### src/rtl/ofdmbbp_rx_cmd_sched.sv
// OFDM baseband RX command scheduler.
// Pops packed command words from the command FIFO, hands each one to the RX
// core over a valid/ready handshake, counts the core's output words until the
// command completes, then waits out the command's pause interval. It also
// keeps a retired-command counter and two sticky error flags.
module ofdmbbp_rx_cmd_sched #(
    parameter int LEN_W   = 8,
    parameter int PAUSE_W = 22,
    parameter int CNT_W   = 16
) (
    input  logic               clk,
    input  logic               rst,
    input  logic               enable,
    input  logic               clr_err,
    input  logic               cmdq_empty,
    output logic               cmdq_rd,
    input  logic [31:0]        cmdq_dout,
    input  logic               dataq_full,
    output logic               rx_cmd_valid,
    input  logic               rx_cmd_ready,
    output logic [LEN_W-1:0]   rx_cmd_length,
    output logic [1:0]         rx_cmd_mode,
    output logic [PAUSE_W-1:0] rx_cmd_pause,
    input  logic               rx_dout_valid,
    output logic               busy,
    output logic [2:0]         state,
    output logic [CNT_W-1:0]   done_cnt,
    output logic               err_ovf,
    output logic               err_stray
);

    // Word counter is one bit wider than the length field so that a length
    // of 0 can stand for the full 2^LEN_W words.
    localparam int WC_W = LEN_W + 1;
    localparam logic [WC_W-1:0] FULL_CNT = {1'b1, {LEN_W{1'b0}}};

    typedef enum logic [2:0] {
        IDLE  = 3'd0,
        FETCH = 3'd1,
        LATCH = 3'd2,
        ISSUE = 3'd3,
        RUN   = 3'd4,
        PAUSE = 3'd5
    } state_t;

    state_t             state_q, state_d;
    logic [LEN_W-1:0]   len_q, len_d;
    logic [1:0]         mode_q, mode_d;
    logic [PAUSE_W-1:0] pause_q, pause_d;
    logic [WC_W-1:0]    wcnt_q, wcnt_d;
    logic [PAUSE_W-1:0] pcnt_q, pcnt_d;
    logic [CNT_W-1:0]   done_q, done_d;

    // Fields of the command word as presented by the FIFO during LATCH.
    logic [LEN_W-1:0]   cmd_len;
    logic [1:0]         cmd_mode;
    logic [PAUSE_W-1:0] cmd_pause;
    logic [WC_W-1:0]    target;
    logic [WC_W-1:0]    wcnt_inc;

    assign cmd_len   = cmdq_dout[LEN_W-1:0];
    assign cmd_mode  = cmdq_dout[LEN_W+1:LEN_W];
    assign cmd_pause = cmdq_dout[LEN_W+2+PAUSE_W-1:LEN_W+2];
    assign target    = (len_q == '0) ? FULL_CNT : {1'b0, len_q};
    assign wcnt_inc  = wcnt_q + WC_W'(1);

    // Next-state and datapath update for the command sequencer.
    always_comb begin
        state_d = state_q;
        len_d   = len_q;
        mode_d  = mode_q;
        pause_d = pause_q;
        wcnt_d  = wcnt_q;
        pcnt_d  = pcnt_q;
        done_d  = done_q;
        case (state_q)
            IDLE: begin
                if (enable && !cmdq_empty && !dataq_full) begin
                    state_d = FETCH;
                end
            end
            FETCH: begin
                state_d = LATCH;
            end
            LATCH: begin
                len_d   = cmd_len;
                mode_d  = cmd_mode;
                pause_d = cmd_pause;
                if (cmd_mode == 2'd3) begin
                    // Pause-only command: nothing goes to the core.
                    done_d = done_q + CNT_W'(1);
                    if (cmd_pause != '0) begin
                        pcnt_d  = cmd_pause;
                        state_d = PAUSE;
                    end else begin
                        state_d = IDLE;
                    end
                end else begin
                    state_d = ISSUE;
                end
            end
            ISSUE: begin
                if (rx_cmd_ready) begin
                    wcnt_d  = '0;
                    state_d = RUN;
                end
            end
            RUN: begin
                if (rx_dout_valid) begin
                    wcnt_d = wcnt_inc;
                    if (wcnt_inc == target) begin
                        done_d = done_q + CNT_W'(1);
                        if (pause_q != '0) begin
                            pcnt_d  = pause_q;
                            state_d = PAUSE;
                        end else begin
                            state_d = IDLE;
                        end
                    end
                end
            end
            PAUSE: begin
                // Leaving on the count of 1 gives exactly 'pause' cycles here;
                // a zero count is treated the same so the state cannot stick.
                if (pcnt_q <= PAUSE_W'(1)) begin
                    state_d = IDLE;
                end else begin
                    pcnt_d = pcnt_q - PAUSE_W'(1);
                end
            end
            default: begin
                state_d = IDLE;
            end
        endcase
    end

    // Sequencer state and datapath registers.
    always_ff @(posedge clk or posedge rst) begin
        if (rst) begin
            state_q <= IDLE;
            len_q   <= '0;
            mode_q  <= '0;
            pause_q <= '0;
            wcnt_q  <= '0;
            pcnt_q  <= '0;
            done_q  <= '0;
        end else begin
            state_q <= state_d;
            len_q   <= len_d;
            mode_q  <= mode_d;
            pause_q <= pause_d;
            wcnt_q  <= wcnt_d;
            pcnt_q  <= pcnt_d;
            done_q  <= done_d;
        end
    end

    // Sticky error events: bit 0 overflow, bit 1 stray output word.
    logic [1:0] err_set;
    logic [1:0] err_flags;

    assign err_set[0] = rx_dout_valid && dataq_full;
    assign err_set[1] = rx_dout_valid && (state_q != RUN);

    genvar gi;
    generate
        for (gi = 0; gi < 2; gi++) begin : g_err
            logic flag_q;
            // A new event wins over a coincident clear.
            always_ff @(posedge clk or posedge rst) begin
                if (rst) begin
                    flag_q <= 1'b0;
                end else begin
                    flag_q <= err_set[gi] | (flag_q & ~clr_err);
                end
            end
            assign err_flags[gi] = flag_q;
        end
    endgenerate

    // All outputs come straight from registers or decoded registered state.
    assign cmdq_rd       = (state_q == FETCH);
    assign rx_cmd_valid  = (state_q == ISSUE);
    assign rx_cmd_length = len_q;
    assign rx_cmd_mode   = mode_q;
    assign rx_cmd_pause  = '0;
    assign busy          = (state_q != IDLE);
    assign state         = state_q;
    assign done_cnt      = done_q;
    assign err_ovf       = err_flags[0];
    assign err_stray     = err_flags[1];

endmodule

### config.mk
export PLATFORM = sky130hd
export DESIGN_NAME = ofdmbbp_rx_cmd_sched
export DESIGN_NICKNAME = d
export VERILOG_FILES = /design/src/rtl/ofdmbbp_rx_cmd_sched.sv
export SDC_FILE = /design/constraint.sdc
export NUM_CORES = 1
export LEC_CHECK = 0
export BUFFER_PORTS_ARGS = -buffer_cell sky130_fd_sc_hd__buf_2
export CORE_ASPECT_RATIO = 1.5
export CORE_MARGIN = 2
export CORE_UTILIZATION = 40
export CTS_BUF_LIST = sky130_fd_sc_hd__clkbuf_4
export CTS_CLUSTER_DIAMETER = 150
export CTS_CLUSTER_SIZE = 20
export DETAILED_ROUTE_END_ITERATION = 12
export PLACE_DENSITY_LB_ADDON = 0.25
export RECOVER_POWER = 25
export SETUP_SLACK_MARGIN = 0.05
export SLEW_MARGIN = 20
export SYNTH_ARGS = -nofsm -noshare
export SYNTH_HDL_FRONTEND = slang
export SYNTH_SLANG_ARGS = --single-unit
### constraint.sdc
create_clock -name clk -period 2.97 [get_ports clk]
set_input_delay 0.594 -clock clk [delete_from_list [all_inputs] [get_ports clk]]
set_output_delay 0.594 -clock clk [all_outputs]
set_load 0.02 [all_outputs]
* Word-level counts from Yosys, hierarchy flattened
Index checks and enable logic that the tools add are counted. Widths: inputs -> output; s select.
Word-level totals: flip-flop bits (word level) 84, latch bits 0, bits in writable memories 0, memory bits (read-only) 0, input port bits 40, output and inout port bits 56, word-level logic and storage cells 77, memories kept 0
Operators by class: add/sub/neg operators 3, $mul 0, div/mod/pow operators 0, magnitude comparators 1, equality and inequality tests 17, shifts and indexed selects 0, multiplexer cells 24, bitwise operators 5, reduce and logical (&&, ||, !) cells 18
Operators with widths (count):
- $mux 22 | 6
- $pmux 22 s3 | 1
- $mux 16 | 3
- $reduce_bool 22->1 | 2
- $pmux 16 s2 | 1
- $mux 9 | 3
- $mux 3 | 8
- $le 22x1->1 const B | 1
- $sub 22x1->22 const B | 1
- $pmux 3 s6 | 1
- $pmux 9 s2 | 1
- $add 16x1->16 const B | 1
- $ne 2x2->1 const B | 8
- $add 9x1->9 const B | 1
- $eq 9x9->1 | 1
- $logic_not 8->1 | 1
- $reduce_and 7->1 | 1
- $eq 3x2->1 const B | 2
- $eq 3x3->1 const B | 2
- $reduce_bool 3->1 | 2
- $reduce_and 5->1 | 1
- $logic_and 1x1->1 | 4
- $reduce_and 4->1 | 1
- $reduce_bool 2->1 | 2
- other kinds (10) | 13

* Depth between registers and ports, before layout
depth in word-level cells 6, gate-level depth with buffers 9, mapped depth without buffers 8

* Worst setup path before layout
Ideal clock, no wire load.
path type register to register, from reg wcnt_q[0], to reg pcnt_q[14], library setup time 0.126 ns, data arrival time 2.301 ns, data required time 2.844 ns, path slack 0.543 ns, cell stages (with the launch flop) 9, buffers on the path 0, period minus slack after synthesis 2.427 ns, path through dfrtp_1 > ha_1 > nand3_1 > nor3_1 > or3_1 > a211oi_2 > o311ai_2 > and2_1 > a311o_1
On the way: word-level cells in the longest chain between the ends 4
Ends and longest elaborated chain:
- from (decl) | RTL line 50 | logic [WC_W-1:0] wcnt_q, wcnt_d;
- from (signal assigned) | RTL line 152 | wcnt_q <= wcnt_d;
- $add 9x1->9 | RTL line 65 | assign wcnt_inc = wcnt_q + WC_W'(1);
- $eq 9x9->1 | RTL line 111 | if (wcnt_inc == target) begin
- $ne 2x2->1 (no line)
- $reduce_and 7->1 (no line)
- to (signal assigned) | RTL line 153 | pcnt_q <= pcnt_d;
- to (decl) | RTL line 51 | logic [PAUSE_W-1:0] pcnt_q, pcnt_d;
No other way between the ends. A chain may end at the register's enable or synchronous reset.

* Worst setup path in the final report
from reg wcnt_q[0], to reg pcnt_q[16]
The elaborated chain is that of the path after synthesis.

==> run metrics <==
CTS sink count 84; Critical Path RT 3310 ps; outcome finished with violations; largest net degree at the start of global routing 53; first-pass GRT wire length 21.2 mm; fin nets 646; Pleak 2.50 nW; core area 0.0119 sq mm; # IOs 96; # rows 49; Post-DP Area 0.00534 sq mm; post-synthesis register bit count 84; Final Hold Fails 0; postcts setup bufs 0; Design Area, Final 0.00548 sq mm; failing checks max-capacitance violations; Synth warnings 0; clock network power share 14.6%; total CTS buffers 9; multi-input combinational cell area 0.00250 sq mm; max-cap viol count 1; HP Class in2reg; clk slew on worst S/H paths 140 ps; Slew Limit Fails 0; via-per-instance ratio 5.57; Startpoint Class flip-flop; number of DRC markers in iteration 0 153; worst r2r src wcnt_q[0]$_DFFE_PP0P_; kind of critical path reg2reg; hold_sp clr_err; unrepaired setup endpoints after global routing false; H-tree levels 3; combinational power share 45.3%; total track usage 20.8%; Crit. End Element flip-flop; Cells after Synth 524; CTS tree done; Synth area leader dfrtp_1; Mapped Area 0.00481 sq mm; largest fanout on the critical path 9; most frequent cells in the layout 84 x dfrtp_1, 73 x buf_2, 48 x nor2_1, 48 x o21ai_0, 46 x nand2_1; Power Internal 0.00288 W; Final setup viols 0; EDFF count, synth 0; hold path depth 2; RePlAce Congestion 0.910; total grt overflow 0; DRC 0; Antenna diodes 0; syn_area_per_cell 9.19 sq um; Pwr per Cell Area 924 mW/mm^2; dpl hpwl 9.34 mm; Clock Skews 12.7 ps; relative slew slack 1.39%; Initial Util 40.5%; IO Port Bufs 73; top post-synthesis cells by area dfrtp_1 44%, mux2_2 7.7%, o21ai_0 5.0%; Worst-Skew Late Latency 440 ps; Synth top area share 43.7%; top_reg_cell synth dfrtp_1; worst IR drop on VDD 0.000322 V; Routed Antenna Nets 0; Worst R2R Setup Slack 250 ps; Sw Share 43.1%; vias in the first global route 4209; storage element area 0.00210 sq mm; Die ar. 0.0129 sq mm; Distinct cells, synth 55; Seq pwr share 40.1%; die height 138 um; Avg WL per Cell 16.8 um; worst r2r dst pcnt_q[16]$_DFFE_PP0P_; Clock Tree Buf Depth 2; fin util 46.0%; Worst R2R Path Depth 10; most common cell after layout, fill and taps aside dfrtp_1; Final Critical Period 2720 ps; die width 93.6 um; final WL 12.7 mm; Async SR Flop Fraction 100%; period utilisation layout 91.6%; clock tree root buffer cell clkbuf_4; Psw 0.00218 W; Hold Path Sink err_ovf$_DFF_PP0_; setup tns final 0 ps; initial antenna violation count 0; layout cells sized above 1 23.4%; Via Count 4233; sequential share of the synthesized area 43.7%; Arr. time, crit path 3060 ps; Worst-Margin Slew 1470 ps; Max Fclk 367 MHz; Layout area overhead 13.7%; fill count 1202; Pre-antenna DRT Iters 5
-- how the worst max path moves through the flow --
stage | depth (start not counted) | endpoint | start | slack (ps)
finish | 10 | pcnt_q[16]$_DFFE_PP0P_ | wcnt_q[0]$_DFFE_PP0P_ | 250
CTS | 10 | pcnt_q[16]$_DFFE_PP0P_ | wcnt_q[0]$_DFFE_PP0P_ | 180
global route | 9 | pcnt_q[21]$_DFFE_PP0P_ | rx_cmd_length[4]$_DFFE_PP0P_ | 70
global placement | 10 | pcnt_q[16]$_DFFE_PP0P_ | cmdq_dout[21] | 310
detailed placement | 10 | pcnt_q[16]$_DFFE_PP0P_ | wcnt_q[0]$_DFFE_PP0P_ | 230
floorplan | 1 | done_cnt[0]$_DFFE_PP0P_ | rst | 210
-- registers in the layout (all words and copies together), names as in the netlist --
register,cells
pause_q,22
pcnt_q,22
done_cnt,16
wcnt_q,9
rx_cmd_length,8
state,3
rx_cmd_mode,2
err_ovf,1
err_stray,1
-- Yosys cell counts (2+ instances only) --
cell / instances
dfrtp_1: 84
nor2_1: 48
o21ai_0: 48
nand2_1: 46
a21oi_1: 41
mux2_2: 33
buf_4: 24
xor2_1: 20
nand3_1: 19
clkbuf_1: 14
nor4_1: 14
inv_1: 11
nor3_1: 9
xnor2_1: 9
a31oi_1: 8
a211oi_1: 7
and3_1: 7
and2_1: 6
nand4_1: 6
a21boi_0: 5
or3_1: 5
ha_1: 4
nor2b_1: 4
o31ai_1: 4
or4_1: 4
buf_1: 3
mux2i_1: 3
o211ai_1: 3
o22ai_1: 3
o41ai_1: 3
a211o_1: 2
and4_1: 2
nor3b_1: 2
o2bb2ai_1: 2
-- metal layers --
layer  share of wire (%)  track usage, %  up-vias  wire [um]
li1                    -               -     2007          -
met1                  40            25.3     2062       5080
met2                  52            35.6      137       6630
met3                 4.9            3.92       27        619
met4                 3.1            8.92        0        399
met5                   0               0        -          0
-- stage by stage --
step / total power (W) / hold WS (ps) / std cells / setup slack (ps)
CTS: 0.00510 / 181 / 760 / 179
global placement: 0.00430 / 458 / 744 / 307
finish: 0.00506 / 348 / 760 / 249
floorplan: 0.00365 / 458 / 545 / 211
detailed placement: 0.00435 / 458 / 744 / 229
global route: 0.00550 / 327 / 760 / 65.3
-- repair_timing --
action / CTS / global route
setup endpoints to repair: 0 / 12
hold buffers: 0 / 0
resized for setup: 0 / 1
-- worst max-delay path: stages, from the launching register on --
cell      delay [ps]
dfrtp_1          460
ha_1             270
nand3_1          230
nor3_2           300
or3_1            170
a211oi_2          60
buf_4            170
o311ai_4         440
buf_4            240
mux2i_1          190
nand2_1           70
-- kinds of logic (layout without fill, tap and decap cells) --
group           Yosys count  in the layout  share of synthesized area (%)
compound gates          136            136                           17.0
xor+xnor                 29             29                           5.28
fa+ha+maj                 4              4                           1.04
buf+inv                  56            118                           6.44
flops                    84             84                           43.7
mux                      36             36                           8.34
other cells               1             22                         0.0779
simple gates            178            178                           18.1
-- area by class of cell --
class,count,area share [%]
Clock inverter,7,1.49
Timing Repair Buffer,90,8.96
Inverter,12,0.846
Sequential cell,84,38.4
Clock buffer,9,1.23
Tap cell,153,3.50
Multi-Input combinational cell,405,45.6
-- power by group through the flow --
stage / clock (W) / combinational, W / sequential, W
floorplan: 0 / 0.00159 / 0.00206
global placement: 0 / 0.00226 / 0.00204
detailed placement: 0 / 0.00230 / 0.00205
CTS: 0.000765 / 0.00231 / 0.00202
global route: 0.000824 / 0.00257 / 0.00210
finish: 0.000739 / 0.00229 / 0.00203
Note: power is estimated with default switching activity, not from simulation.
